### config.mk
export PLATFORM = sky130hd
export DESIGN_NAME = mem_bus_arbiter
export DESIGN_NICKNAME = d
export VERILOG_FILES = /design/src/rtl/mem_bus_arbiter_pkg.sv /design/src/rtl/mem_bus_arbiter_rr_priority_picker.sv /design/src/rtl/mem_bus_arbiter.sv
export SDC_FILE = /design/constraint.sdc
export NUM_CORES = 1
export LEC_CHECK = 0
export ABC_AREA = 1
export CAP_MARGIN = 20
export CORE_UTILIZATION = 41
export CTS_BUF_LIST = sky130_fd_sc_hd__clkbuf_16
export DETAILED_ROUTE_END_ITERATION = 12
export PLACE_DENSITY = 0.79
export RECOVER_POWER = 100
export SETUP_SLACK_MARGIN = 0.15
export SLEW_MARGIN = 10
export SYNTH_ARGS = -nofsm -noshare
export SYNTH_HDL_FRONTEND = slang
export SYNTH_SLANG_ARGS = --single-unit
### constraint.sdc
create_clock -name clk_i -period 1.3 [get_ports clk_i]
set_input_delay 0.26 -clock clk_i [delete_from_list [all_inputs] [get_ports clk_i]]
set_output_delay 0.26 -clock clk_i [all_outputs]
set_load 0.01 [all_outputs]
### src/rtl/mem_bus_arbiter_pkg.sv
// Shared types for the two-master memory-map arbiter.
// Holds the FSM state type and the master index constants.
package mem_bus_arbiter_pkg;

   typedef enum logic [1:0] {
      ARB_IDLE   = 2'd0,
      ARB_ACCESS = 2'd1,
      ARB_RESP   = 2'd2
   } arb_fsm_state_t;

   localparam logic M0 = 1'b0;
   localparam logic M1 = 1'b1;

endpackage

### src/rtl/mem_bus_arbiter_rr_priority_picker.sv
// Combinational winner selection between two requesters.
// Under contention it picks round-robin against last_gnt, or always M0 when RR_EN is 0.
module mem_bus_arbiter_rr_priority_picker
   import mem_bus_arbiter_pkg::*;
#(
   parameter bit RR_EN = 1'b1
) (
   input  logic [1:0] req_i,
   input  logic       last_gnt_i,
   output logic       gnt_idx_o,
   output logic       any_req_o
);

   always_comb begin
      any_req_o = |req_i;
      gnt_idx_o = M0;
      case (req_i)
         2'b01:   gnt_idx_o = M0;
         2'b10:   gnt_idx_o = M1;
         2'b11:   gnt_idx_o = RR_EN ? ~last_gnt_i : M0;
         default: gnt_idx_o = M0;
      endcase
   end

endmodule

### src/rtl/mem_bus_arbiter.sv
// Shares one memory-map port between two masters: IDLE -> ACCESS (one mm cycle) -> RESP (ack).
// All outputs are registered; every transaction takes exactly three cycles.
module mem_bus_arbiter
   import mem_bus_arbiter_pkg::*;
#(
   parameter int unsigned DATA_WIDTH = 32,
   parameter int unsigned ADDR_WIDTH = 32,
   parameter bit          RR_EN      = 1'b1
) (
   input  logic                  clk_i,
   input  logic                  rst_ni,
   input  logic                  m0_req_i,
   input  logic                  m0_we_i,
   input  logic [ADDR_WIDTH-1:0] m0_addr_i,
   input  logic [DATA_WIDTH-1:0] m0_wdata_i,
   output logic                  m0_ack_o,
   output logic [DATA_WIDTH-1:0] m0_rdata_o,
   input  logic                  m1_req_i,
   input  logic                  m1_we_i,
   input  logic [ADDR_WIDTH-1:0] m1_addr_i,
   input  logic [DATA_WIDTH-1:0] m1_wdata_i,
   output logic                  m1_ack_o,
   output logic [DATA_WIDTH-1:0] m1_rdata_o,
   output logic                  mm_re_o,
   output logic                  mm_we_o,
   output logic [ADDR_WIDTH-1:0] mm_addr_o,
   output logic [DATA_WIDTH-1:0] mm_wdata_o,
   input  logic [DATA_WIDTH-1:0] mm_rdata_i,
   output logic                  arb_owner_o,
   output arb_fsm_state_t        arb_state_o
);

   arb_fsm_state_t        state_q;
   logic                  owner_q, we_q, last_gnt_q;
   logic                  mm_re_q, mm_we_q, m0_ack_q, m1_ack_q;
   logic [ADDR_WIDTH-1:0] addr_q;
   logic [DATA_WIDTH-1:0] wdata_q, rdata_q, m0_rdata_q, m1_rdata_q;

   logic                  gnt_idx, any_req;
   logic                  sel_we;
   logic [ADDR_WIDTH-1:0] sel_addr;
   logic [DATA_WIDTH-1:0] sel_wdata, resp_rdata;

   mem_bus_arbiter_rr_priority_picker #(
      .RR_EN (RR_EN)
   ) u_picker (
      .req_i      ({m1_req_i, m0_req_i}),
      .last_gnt_i (last_gnt_q),
      .gnt_idx_o  (gnt_idx),
      .any_req_o  (any_req)
   );

   always_comb begin
      sel_we    = m0_we_i;
      sel_addr  = m0_addr_i;
      sel_wdata = m0_wdata_i;
      if (gnt_idx == M1) begin
         sel_we    = m1_we_i;
         sel_addr  = m1_addr_i;
         sel_wdata = m1_wdata_i;
      end
   end

   // A write returns the previously captured read data unchanged.
   assign resp_rdata = we_q ? rdata_q : mm_rdata_i;

   always_ff @(posedge clk_i) begin
      if (!rst_ni) begin
         state_q    <= ARB_IDLE;
         owner_q    <= M0;
         we_q       <= 1'b0;
         last_gnt_q <= M1;
         mm_re_q    <= 1'b0;
         mm_we_q    <= 1'b0;
         m0_ack_q   <= 1'b0;
         m1_ack_q   <= 1'b0;
         addr_q     <= '0;
         wdata_q    <= '0;
         rdata_q    <= '0;
         m0_rdata_q <= '0;
         m1_rdata_q <= '0;
      end else begin
         mm_re_q  <= 1'b0;
         mm_we_q  <= 1'b0;
         m0_ack_q <= 1'b0;
         m1_ack_q <= 1'b0;
         unique case (state_q)
            ARB_IDLE: begin
               if (any_req) begin
                  owner_q <= gnt_idx;
                  we_q    <= sel_we;
                  addr_q  <= sel_addr;
                  wdata_q <= sel_wdata;
                  mm_re_q <= ~sel_we;
                  mm_we_q <= sel_we;
                  state_q <= ARB_ACCESS;
               end
            end
            ARB_ACCESS: begin
               if (!we_q) rdata_q <= mm_rdata_i;
               if (owner_q == M1) begin
                  m1_ack_q   <= 1'b1;
                  m1_rdata_q <= resp_rdata;
               end else begin
                  m0_ack_q   <= 1'b1;
                  m0_rdata_q <= resp_rdata;
               end
               state_q <= ARB_RESP;
            end
            ARB_RESP: begin
               last_gnt_q <= owner_q;
               state_q    <= ARB_IDLE;
            end
            default: state_q <= ARB_IDLE;
         endcase
      end
   end

   assign m0_ack_o    = m0_ack_q;
   assign m1_ack_o    = m1_ack_q;
   assign m0_rdata_o  = m0_rdata_q;
   assign m1_rdata_o  = m1_rdata_q;
   assign mm_re_o     = mm_re_q;
   assign mm_we_o     = mm_we_q;
   assign mm_addr_o   = addr_q;
   assign mm_wdata_o  = wdata_q;
   assign arb_owner_o = owner_q;
   assign arb_state_o = state_q;

endmodule

# Word-level counts from Yosys, hierarchy flattened
# Index checks and enable logic that the tools add are counted.
# op_classes
eq_ne	5
reduce_logical	7
n_mux	9
bitwise	3
# op_table
cell	count
32-bit two-way mux	3
2-bit AND reduction	4
2-bit == test (second input constant)	3
2-bit one-hot mux with 2 select lines	1
1-bit two-way mux	3
1-bit NOT	3
3-bit AND reduction	1
2-bit by 1-bit == test with 1-bit output (second input constant)	1
2-bit logical NOT	1
2-bit two-way mux	1
2-bit inequality test (second input constant)	1
1-bit one-hot mux with 2 select lines	1
2-bit OR reduction	1
# word_totals
input_bits	166
word_cells	37
register_bits	169
out_inout_bits	135

# Longest topological paths before layout
# Gate-level depths: netlist of run 1.
# depth
depth_word	4
ltp_mapped	8

# By module
# From an unflattened synthesis of run 1, not the netlist that was laid out.
# hier_totals
hier_cells	1217
area_unflattened_um2	7634.8
# by_module_without_submodules
mod	area_per_inst_um2	cells_per_inst	n_inst
mem_bus_arbiter	7619.8	1214	1
mem_bus_arbiter_rr_priority_picker	15.0	3	1

# Least setup slack after synthesis of run 1
# OpenSTA, ideal clock, no wires.
# synth_timing
kind	flip-flop to flip-flop
startpoint	reg state_q[0], in the netlist arb_state_o[0]
endpoint	reg m1_rdata_q[1], in the netlist m1_rdata_o[1]
arrival_ns	1.109
stages_incl_launch_ff	9
path_buffers	2
slack_ns	0.133
period_less_slack_ns	1.167
path_cell_list	dfxtp_1 inv_2 nor2_2 buf_4 nand2_1 buf_2 nand2_1 nand3_1 inv_1
# synth_via
elab_chain_len	2
# synth_rtl
element	line_no	rtl
from (decl)	mem_bus_arbiter.sv:33	arb_fsm_state_t state_q;
from (signal assigned)	mem_bus_arbiter.sv:69	state_q <= ARB_IDLE;
from (signal assigned)	mem_bus_arbiter.sv:96	state_q <= ARB_ACCESS;
from (signal assigned)	mem_bus_arbiter.sv:108	state_q <= ARB_RESP;
2-bit by 1-bit == test with 1-bit output	mem_bus_arbiter.sv:87	unique case (state_q)
2-bit AND reduction (no line)	n/a	
to (signal assigned)	mem_bus_arbiter.sv:103	m1_rdata_q <= resp_rdata;
to (decl)	mem_bus_arbiter.sv:37	logic [DATA_WIDTH-1:0] wdata_q, rdata_q, m0_rdata_q, m1_rdata_q;
# Every way passes these cells.
# A chain may end at the register's enable or synchronous reset.

# Final worst setup path of run 1
# layout_timing
startpoint	reg we_q
endpoint	reg m0_rdata_q[8], in the netlist m0_rdata_o[8]
# layout_via
elab_chain_len	1
# layout_rtl
element	line_no	rtl
from (decl)	mem_bus_arbiter.sv:34	logic owner_q, we_q, last_gnt_q;
from (signal assigned)	mem_bus_arbiter.sv:91	we_q <= sel_we;
32-bit two-way mux	n/a	
to (signal assigned)	mem_bus_arbiter.sv:106	m0_rdata_q <= resp_rdata;
to (decl)	mem_bus_arbiter.sv:37	
# Every way passes these cells.

==> results of run 1 <==
worst max path at each step:
stage,startpoint,endpoint,cells after the start
after CTS,arb_state_o[1],arb_state_o[1],1
after global routing,we_q,m0_rdata_o[8],6
final,we_q,m0_rdata_o[8],6
after detailed placement,m1_req_i,mm_addr_o[4],6
after global placement,m1_req_i,mm_wdata_o[6],7
after floorplan,we_q,m1_rdata_o[23],8
layout make-up:
cell class,count,area (um^2),share of cell area [%]
inverters,217,828,6.98
clock inverters,14,156,1.32
multi-input cells,669,3100,26.1
well taps,225,282,2.37
clock buffers,17,425,3.58
repair buffers,361,3640,30.6
flip-flops and latches,169,3450,29.0
timing repair:
item                       in CTS  in global routing
buffers inserted                3                 10
resized for setup             746                154
setup endpoints to repair     261                282
hold buffers                    0                  0
pin swaps                       3                 31
gates cloned                    2                 17
layer usage:
layer / up-vias / GRT usage (%) / wire length, um
met3: 66 / 6.64 / 2210
met5: - / 0 / 0
met4: 0 / 10.5 / 835
li1: 3991 / - / -
met1: 3611 / 28.2 / 10000
met2: 375 / 40.0 / 12900
registers in the layout, summed over array words and instances (netlist names):
name,flops
arb_owner_o,1
arb_state_o,2
last_gnt_q,1
m0_ack_o,1
m0_rdata_o,32
m1_ack_o,1
m1_rdata_o,32
mm_addr_o,32
mm_re_o,1
mm_wdata_o,32
mm_we_o,1
rdata_q,32
we_q,1
where the power goes:
| part | internal (uW) | total (uW) | switching [uW] |
|---|---|---|---|
| registers | 5650 | 5980 | 334 |
| clock network | 2990 | 5080 | 2090 |
| logic | 1640 | 3200 | 1560 |
| total | 10300 | 14300 | 3980 |
Yosys cell counts, types with 5 or more instances:
master / n / area, um^2
nand2_1: 411 / 1540
inv_1: 212 / 796
buf_2: 36 / 180
o21ai_1: 20 / 100
buf_4: 18 / 135
inv_2: 5 / 18.8
nand3_1: 100 / 500
a21oi_1: 51 / 255
dfxtp_1: 169 / 3380
o21ai_0: 58 / 290
clkbuf_1: 7 / 26.3
nor2_1: 21 / 78.8
layout by cell type, fill, tap and decap left out:
master and n:
buf_2 5, bufbuf_16 1, o21ai_2 9, nor2_1 18
nor3_1 1, buf_12 16, clkinv_4 3, clkinvlp_4 2
o21ai_0 38, inv_4 2, o21ai_1 30, nand2_4 10
dlygate4sd2_1 2, clkbuf_2 2, buf_4 22, inv_1 208
bufinv_16 3, dfxtp_1 124, dfxtp_2 42, inv_6 2
nand2_2 35, nand2_1 367, o21ai_4 2, clkinv_1 3
clkbuf_4 2, nand3_2 2, buf_6 85, nand3_1 98
clkdlybuf4s50_1 162, clkbuf_16 28, inv_2 7, clkinv_2 1
nor2_4 6, clkbuf_1 53, nor2_2 2, a21oi_1 46
dfxtp_4 3, a21oi_2 5
worst max-delay path, delay by kind of cell (launching register included):
family	cells	cell delay, ns
flip-flops	1	0.43
buffers and inverters	2	0.31
AND/OR/NAND/NOR	3	0.36
AO/OA/AOI/OAI	1	0.07
cells by family after synthesis:
kind of cell | count (synthesis)
simple gates | 539
compound gates | 130
buf+inv | 281
flops | 169
through the flow:
step / hold slack (ns) / cells
2_1_floorplan: 0.443 / 1119
3_3_place_gp: 0.436 / 1609
3_5_place_dp: 0.438 / 1609
4_1_cts: 0.101 / 1645
5_1_grt: 0.110 / 1672
6_report: 0.118 / 1672
==> results.cfg, run 1 <==
[routing]
vias_per_cell = 4.81
routedWlPerCell_um = 15.5
wirelength_mm = 26.0
drt_iter0_drc = 538
drtPass1Iterations = 5
ant_nets = 0
drc = 0
num_vias = 8043

[placement]
place_ws_ns = -0.344
dp_hpwl_mm = 15.5
numPortBuffers = 300
routabilityCongestion = 0.883
post_dp_cell_area_um2 = 10700

[hold_path]
hold_path.class = in -> reg
hold_end = last_gnt_q
holdPathStages = 2
hp-start = rst_ni

[timing]
fin_ws_ns = 0.00813
slew_headroom_pct = 74.3
fin_skew_ns = 0.00770
rsz0062_at_grt = yes
fin_crit_ns = 1.29
max_freq_mhz = 774
finalSetupViolCount = 0
tns_ns = 0
finalHoldViolCount = 0
tightest_slew_ns = 0.386
post-route-period-util_pct = 99.4
slew_viol_final = 0

[synth]
synth_nets = 1285
syn_avg_cell_area_um2 = 6.59
synth_edf_count = 0
synthCells = 1119
synth.distinct_cells = 18
ys_ff_latch = 169
syn_area_um2 = 7370
synth_ff_type = dfxtp_1
synthMuxAreaShare_pct = 0
synth_compound_area_share_pct = 8.87
ys_warn_count = 0
synth_top_family_by_area = simple AND/OR/NAND/NOR gates
synth-xor-area-share_pct = 0
synth-simple-area-share_pct = 29.4
ys_seq_area_share_pct = 45.9
async_flop_share_pct = 0
synth_fa_ha_area_share_pct = 0

[setup_path]
rr_endpoint = m0_rdata_o[8]
r2r_cells = 6
crit_chain = buf_12 > clkinvlp_4 > nand2_1 > nand2_1 > nor2_1 > a21oi_1
cp_common_cell = nand2_1
end_kind = register
slowest_delay_ns = 0.43
startpoint_type = register
ff2ff_setup_slack_ns = 0.008
criticalPathCategory = reg -> reg
cp.arrival_ns = 1.60
r2r_start = we_q
slowest_stage = dfxtp_4
cp.required_ns = 1.61
cp_max_fo = 7

[finish]
postLayoutCellArea_um2 = 11900
diodes = 0
drive_gt1_share_pct = 20.5
num-fill-cells = 1433
syn2layout_area_growth_pct = 61.0
fin_util_pct = 68.2
layout.nets = 1601

[power]
p_per_area_nw_per_um2 = 1200
power_uw = 14300
leakagePower_uw = 0.00605
ir_drop_v = 0.000952

[clocking]
clock_sinks = 169
clk_pin_slew_ns = 0.06
cts_tree = built
clkLatencyLatePin_ns = 0.42
cts.htree.levels = 4
clockRootBuffer = clkbuf_16
cts_buffers = 17
clk_path_buf_depth = 2

[floorplan]
die_area_um2 = 18500
die_w_um = 136
start_util_pct = 42.3
rows = 48
num_io_pins = 301
core-area_um2 = 17400
die_h_um = 136

[grt]
first_global_vias = 6860
overflow = 0
grt_pass1_wl_mm = 34.1
grt_use_total_pct = 23.8
grt_max_degree = 65
antenna_found_initial = 0

[outcome]
status = finished, final reports clean

[flow_run]
maxCapViolCount = 0
(Power assumes the default switching activity.)
==> run 2: changes to the inputs <==
--- a/config.mk
+++ b/config.mk
@@ -5,12 +5,11 @@
 export SDC_FILE = /design/constraint.sdc
 export NUM_CORES = 1
 export LEC_CHECK = 0
-export ABC_AREA = 1
 export CAP_MARGIN = 20
 export CORE_UTILIZATION = 41
 export CTS_BUF_LIST = sky130_fd_sc_hd__clkbuf_16
 export DETAILED_ROUTE_END_ITERATION = 12
-export PLACE_DENSITY = 0.79
+export PLACE_DENSITY = 0.81
 export RECOVER_POWER = 100
 export SETUP_SLACK_MARGIN = 0.15
 export SLEW_MARGIN = 10
==> results.cfg, run 2 <==
[setup_path]
end_kind = register
criticalPathCategory = reg -> reg
path_buf_inv = 3
cp_max_fo = 7
cp.required_ns = 1.65
cp.arrival_ns = 1.80
slowest_stage = dfxtp_4
r2r_cells = 6
startpoint_type = register
cp_num_cells = 6
cp_top_family = buffers and inverters
slowest_delay_ns = 0.41
cp_common_cell = buf_12
crit_chain = buf_12 > nor3b_4 > buf_6 > buf_12 > nand2_2 > a21oi_2

[synth]
ys_ff_latch = 169
synth_top_area_cell = dfxtp_1
synthCells = 789
synth_ff_type = dfxtp_1
synth.top_cell.area_share_pct = 49.6
synth.area.top_cells = dfxtp_1, nand2_1, a311oi_1
syn_avg_cell_area_um2 = 8.64
async_flop_share_pct = 0
ys_seq_area_share_pct = 49.6
synth.distinct_cells = 31
syn_area_um2 = 6820
synth_nets = 955
synthTopCellsByCount = dfxtp_1, nand2_1, a21oi_1
ys_warn_count = 0
synth_edf_count = 0

[routing]
drc = 0
ant_nets = 0
vias_per_cell = 5.86
drt_iter0_drc = 606
routedWlPerCell_um = 22.9
num_vias = 8333
wirelength_mm = 32.6
drtPass1Iterations = 5

[floorplan]
core-area_um2 = 16100
rows = 46
die_w_um = 131
die_area_um2 = 17100
start_util_pct = 42.4
die_h_um = 131
num_io_pins = 301

[grt]
grt_use_total_pct = 31.1
grt_pass1_wl_mm = 40.2
grt_max_degree = 66
overflow = 0
first_global_vias = 7544
antenna_found_initial = 0

[outcome]
status = complete, but fails checks
violations = negative setup slack

[timing]
finalHoldViolCount = 0
rsz0062_at_grt = yes
post-route-period-util_pct = 112
fin_crit_ns = 1.46
fin_ws_ns = -0.157
slew_headroom_pct = 73.0
finalSetupViolCount = 139
max_freq_mhz = 686
fin_skew_ns = 0.0117
tightest_slew_ns = 0.406
slew_viol_final = 0

[clocking]
clk_path_buf_depth = 2
holdBufCountCts = 0
clk_pin_slew_ns = 0.07
cts_buffers = 17
cts.htree.levels = 4
clock_sinks = 169
clkLatencyLatePin_ns = 0.43
clockRootBuffer = clkbuf_16
cts_tree = built

[placement]
numPortBuffers = 300
dp_hpwl_mm = 16.0
place_ws_ns = -0.604
post_dp_cell_area_um2 = 10700
routabilityCongestion = 0.880

[power]
leakagePower_uw = 0.00547
power_switching_uw = 4890
switching_share_pct = 30.0
power_frac_seq_pct = 37.7
p_per_area_nw_per_um2 = 1180
combinationalPowerShare_pct = 30.9
clkPwrFrac_pct = 31.4
ir_drop_v = 0.00103
internal_power_uw = 11400

[hold_path]
holdPathStages = 3
hold_path.class = in -> reg

[finish]
drive_gt1_share_pct = 55.5
diodes = 0
postLayoutCellArea_um2 = 13800
layout.nets = 1360
final_common_cell = clkdlybuf4s50_1
syn2layout_area_growth_pct = 103
most-common-layout-cells = clkdlybuf4s50_1, buf_6, nand2_1, dfxtp_2, a21oi_1

[flow_run]
maxCapViolCount = 0
## run 2: changes by cell type in the layout (fill, tap and decap cells not counted), sizes merged, moves of 21 or more
cell,previous run,this run
buf,128,292
a211oi,0,53
clkbuf,85,24
nand2,412,169
a311oi,0,64
nor2,26,54
inv,219,4
o21ai,79,36
a21oi,51,110
nand3,100,1
mux2i,0,21
## run 2: cells by family after synthesis
group | count (synthesis) | share of synthesized area [%]
compound gates | 267 | 26.6
simple gates | 250 | 15.0
flops | 169 | 49.6
buf+inv | 82 | 5.71
mux | 21 | 3.08
## run 2: layer usage
metal  vias to the layer above  track usage, %  wire length (um)
met3                       135            7.29              2550
li1                       3626               -                 -
met4                         0            13.7              1840
met1                      4041            34.2             11400
met5                         -               0                 0
met2                       531            56.6             16800
## run 2: layout make-up
type,instances,area [um^2]
multi-input cells,541,4060
clock inverters,14,130
fillers,736,2250
repair buffers,463,5320
inverters,2,13.8
well taps,216,270
clock buffers,18,450
flip-flops and latches,169,3570
## run 2: power groups by stage
stage	Clock [uW]	Sequential (uW)	Combinational, uW
after detailed placement	0	6050	3440
after global routing	5370	6180	5250
final	5120	6160	5040
after global placement	0	6040	3390
after CTS	5080	6060	4040
after floorplan	0	6160	1550
## run 2: final timing paths
kind	start	to	slack, ns
worst max-delay path	we_q	rdata_q[19]	-0.16
worst min-delay path	m1_wdata_i[18]	mm_wdata_o[18]	0.40
worst max register to register	we_q	rdata_q[19]	-0.16
worst min register to register	rdata_q[2]	rdata_q[2]	0.47
## run 2: what timing repair did
item	CTS	global route
buffers inserted	39	55
pin swaps	17	35
resized for setup	873	179
cloned	15	9
setup endpoints to repair	299	278
## run 2: through the flow
step                      std cells  TNS, ns  total power [uW]  utilization [%]  hold slack, ns
final                          1423    -8.39             16300             86.0           0.397
after global routing           1423   -14.89             16800             86.0           0.397
after CTS                      1359    -2.82             15200             77.3           0.386
after detailed placement       1273   -44.06              9490             66.7           0.453
after global placement         1273   -39.14              9420             66.7           0.442
after floorplan                 789        0              7710                -           0.396
## run 2: worst min-delay path, delay by kind of cell
kind,cells,cell delay (ns)
AOI/OAI and AO/OA,1,0.07
buffers and inverters,1,0.39
and+or+nand+nor,1,0.05
==> run 3: changes to the inputs <==
--- a/config.mk
+++ b/config.mk
@@ -8,8 +8,9 @@
 export CAP_MARGIN = 20
 export CORE_UTILIZATION = 41
 export CTS_BUF_LIST = sky130_fd_sc_hd__clkbuf_16
+export CTS_CLUSTER_DIAMETER = 60
 export DETAILED_ROUTE_END_ITERATION = 12
-export PLACE_DENSITY = 0.81
+export PLACE_DENSITY = 0.78
 export RECOVER_POWER = 100
 export SETUP_SLACK_MARGIN = 0.15
 export SLEW_MARGIN = 10
==> results.cfg, run 3 (synthesized netlist as in run 2, its figures left out) <==
[outcome]
status = complete, but fails checks
violations = negative setup slack

[floorplan]
num_io_pins = 301
core-area_um2 = 16100
start_util_pct = 42.4
die_area_um2 = 17100
die_h_um = 131
die_w_um = 131
rows = 46

[finish]
final_common_cell = clkdlybuf4s50_1
syn2layout_area_growth_pct = 95.8
layout.nets = 1345
fin_util_pct = 83.1
diodes = 0
drive_gt1_share_pct = 49.2
most-common-layout-cells = clkdlybuf4s50_1, buf_6, nand2_1, dfxtp_2, a21oi_1

[power]
internal_power_uw = 11200
ir_drop_v = 0.000968
switching_share_pct = 29.4
power_frac_seq_pct = 38.2
combinationalPowerShare_pct = 29.7
leakagePower_uw = 0.00528
power_switching_uw = 4670
p_per_area_nw_per_um2 = 1190
clkPwrFrac_pct = 32.0

[setup_path]
r2r_start = arb_state_o[0]
end_kind = register
cp.required_ns = 1.65
criticalPathCategory = reg -> reg
cp.arrival_ns = 1.83
rr_endpoint = rdata_q[23]
worstSetupEndpoint = rdata_q[23]
ff2ff_setup_slack_ns = -0.17
startpoint_type = register
cp_max_fo = 6
critPathLaunch = arb_state_o[0]
r2r_cells = 7

[timing]
slew_viol_final = 0
whs_ns = 0.387
slew_headroom_pct = 78.7
fin_crit_ns = 1.47
tightest_slew_ns = 0.311
finalHoldViolCount = 0
finalSetupViolCount = 147
rsz0062_at_grt = yes
fin_ws_ns = -0.173
max_freq_mhz = 679
fin_skew_ns = 0.00979
post-route-period-util_pct = 113

[placement]
dp_hpwl_mm = 16.6
place_ws_ns = -0.508
routabilityCongestion = 0.878
numPortBuffers = 300

[grt]
grt_max_degree = 48
overflow = 0
grt_pass1_wl_mm = 37.0
antenna_found_initial = 0
first_global_vias = 7141
grt_use_total_pct = 28.4

[clocking]
clockRootBuffer = clkbuf_16
holdBufCountCts = 0
cts.htree.levels = 4
cts_tree = built
cts_buffers = 17
clock_sinks = 169
clkLatencyLatePin_ns = 0.43
clk_path_buf_depth = 2
clk_pin_slew_ns = 0.07

[routing]
ant_nets = 0
drc = 0
drtPass1Iterations = 6
vias_per_cell = 5.62
drt_iter0_drc = 678
wirelength_mm = 30.0
routedWlPerCell_um = 21.3
num_vias = 7914

[hold_path]
hp-start = m1_wdata_i[11]
hold_path.class = in -> reg

[flow_run]
maxCapViolCount = 0
## run 3: layer usage
| metal | GRT usage (%) | share of wire (%) | vias up |
|---|---|---|---|
| met5 | 0 | 0 | - |
| met2 | 50.1 | 51 | 424 |
| met1 | 32.1 | 37 | 3785 |
| li1 | - | - | 3596 |
| met3 | 6.23 | 7.0 | 109 |
| met4 | 14.7 | 4.6 | 0 |
## run 3: area by class of cell
class,instances,area (um^2)
multi-input cells,542,3940
flip-flops and latches,169,3520
repair buffers,447,5020
well taps,216,270
inverters,2,10.0
clock buffers,18,450
fillers,876,2710
clock inverters,14,131
## run 3: power by group through the flow
stage / clock network, uW / logic (uW) / registers, uW
floorplan: 0 / 1550 / 6160
global placement: 0 / 3420 / 6030
detailed placement: 0 / 3470 / 6040
CTS: 5030 / 3730 / 6030
global route: 5350 / 4950 / 6110
finish: 5090 / 4720 / 6070
## run 3: worst min-delay path by stage
stage,endpoint,slack [ns],cells after the start
CTS,mm_addr_o[27],0.38,3
floorplan,rdata_q[0],0.40,2
finish,mm_wdata_o[11],0.39,3
global route,mm_wdata_o[11],0.39,3
global placement,rdata_q[0],0.44,2
detailed placement,rdata_q[15],0.45,2
## run 3: metrics by stage
stage / instance area (um^2) / instances / power, uW / setup TNS (ns)
floorplan: 7380 / 789 / 7710 / 0
global placement: 10700 / 1272 / 9450 / -38.59
detailed placement: 10700 / 1272 / 9510 / -41.68
CTS: 11800 / 1331 / 14800 / -1.92
global route: 13300 / 1408 / 16400 / -15.93
finish: 13300 / 1408 / 15900 / -7.87
## run 3: timing repair
action | CTS | global route
buffers inserted | 23 | 58
gates resized for setup | 787 | 215
gates cloned | 4 | 19
hold endpoints to repair | 0 | 0
pin swaps | 89 | 79
endpoints found under the setup margin | 299 | 286
## run 3: worst max-delay path, stage by stage, from the launching register on
cell	delay [ns]
dfxtp_4	0.36
buf_6	0.10
buf_4	0.12
nor3b_4	0.28
buf_6	0.16
buf_12	0.14
nand2_2	0.07
a21oi_2	0.17
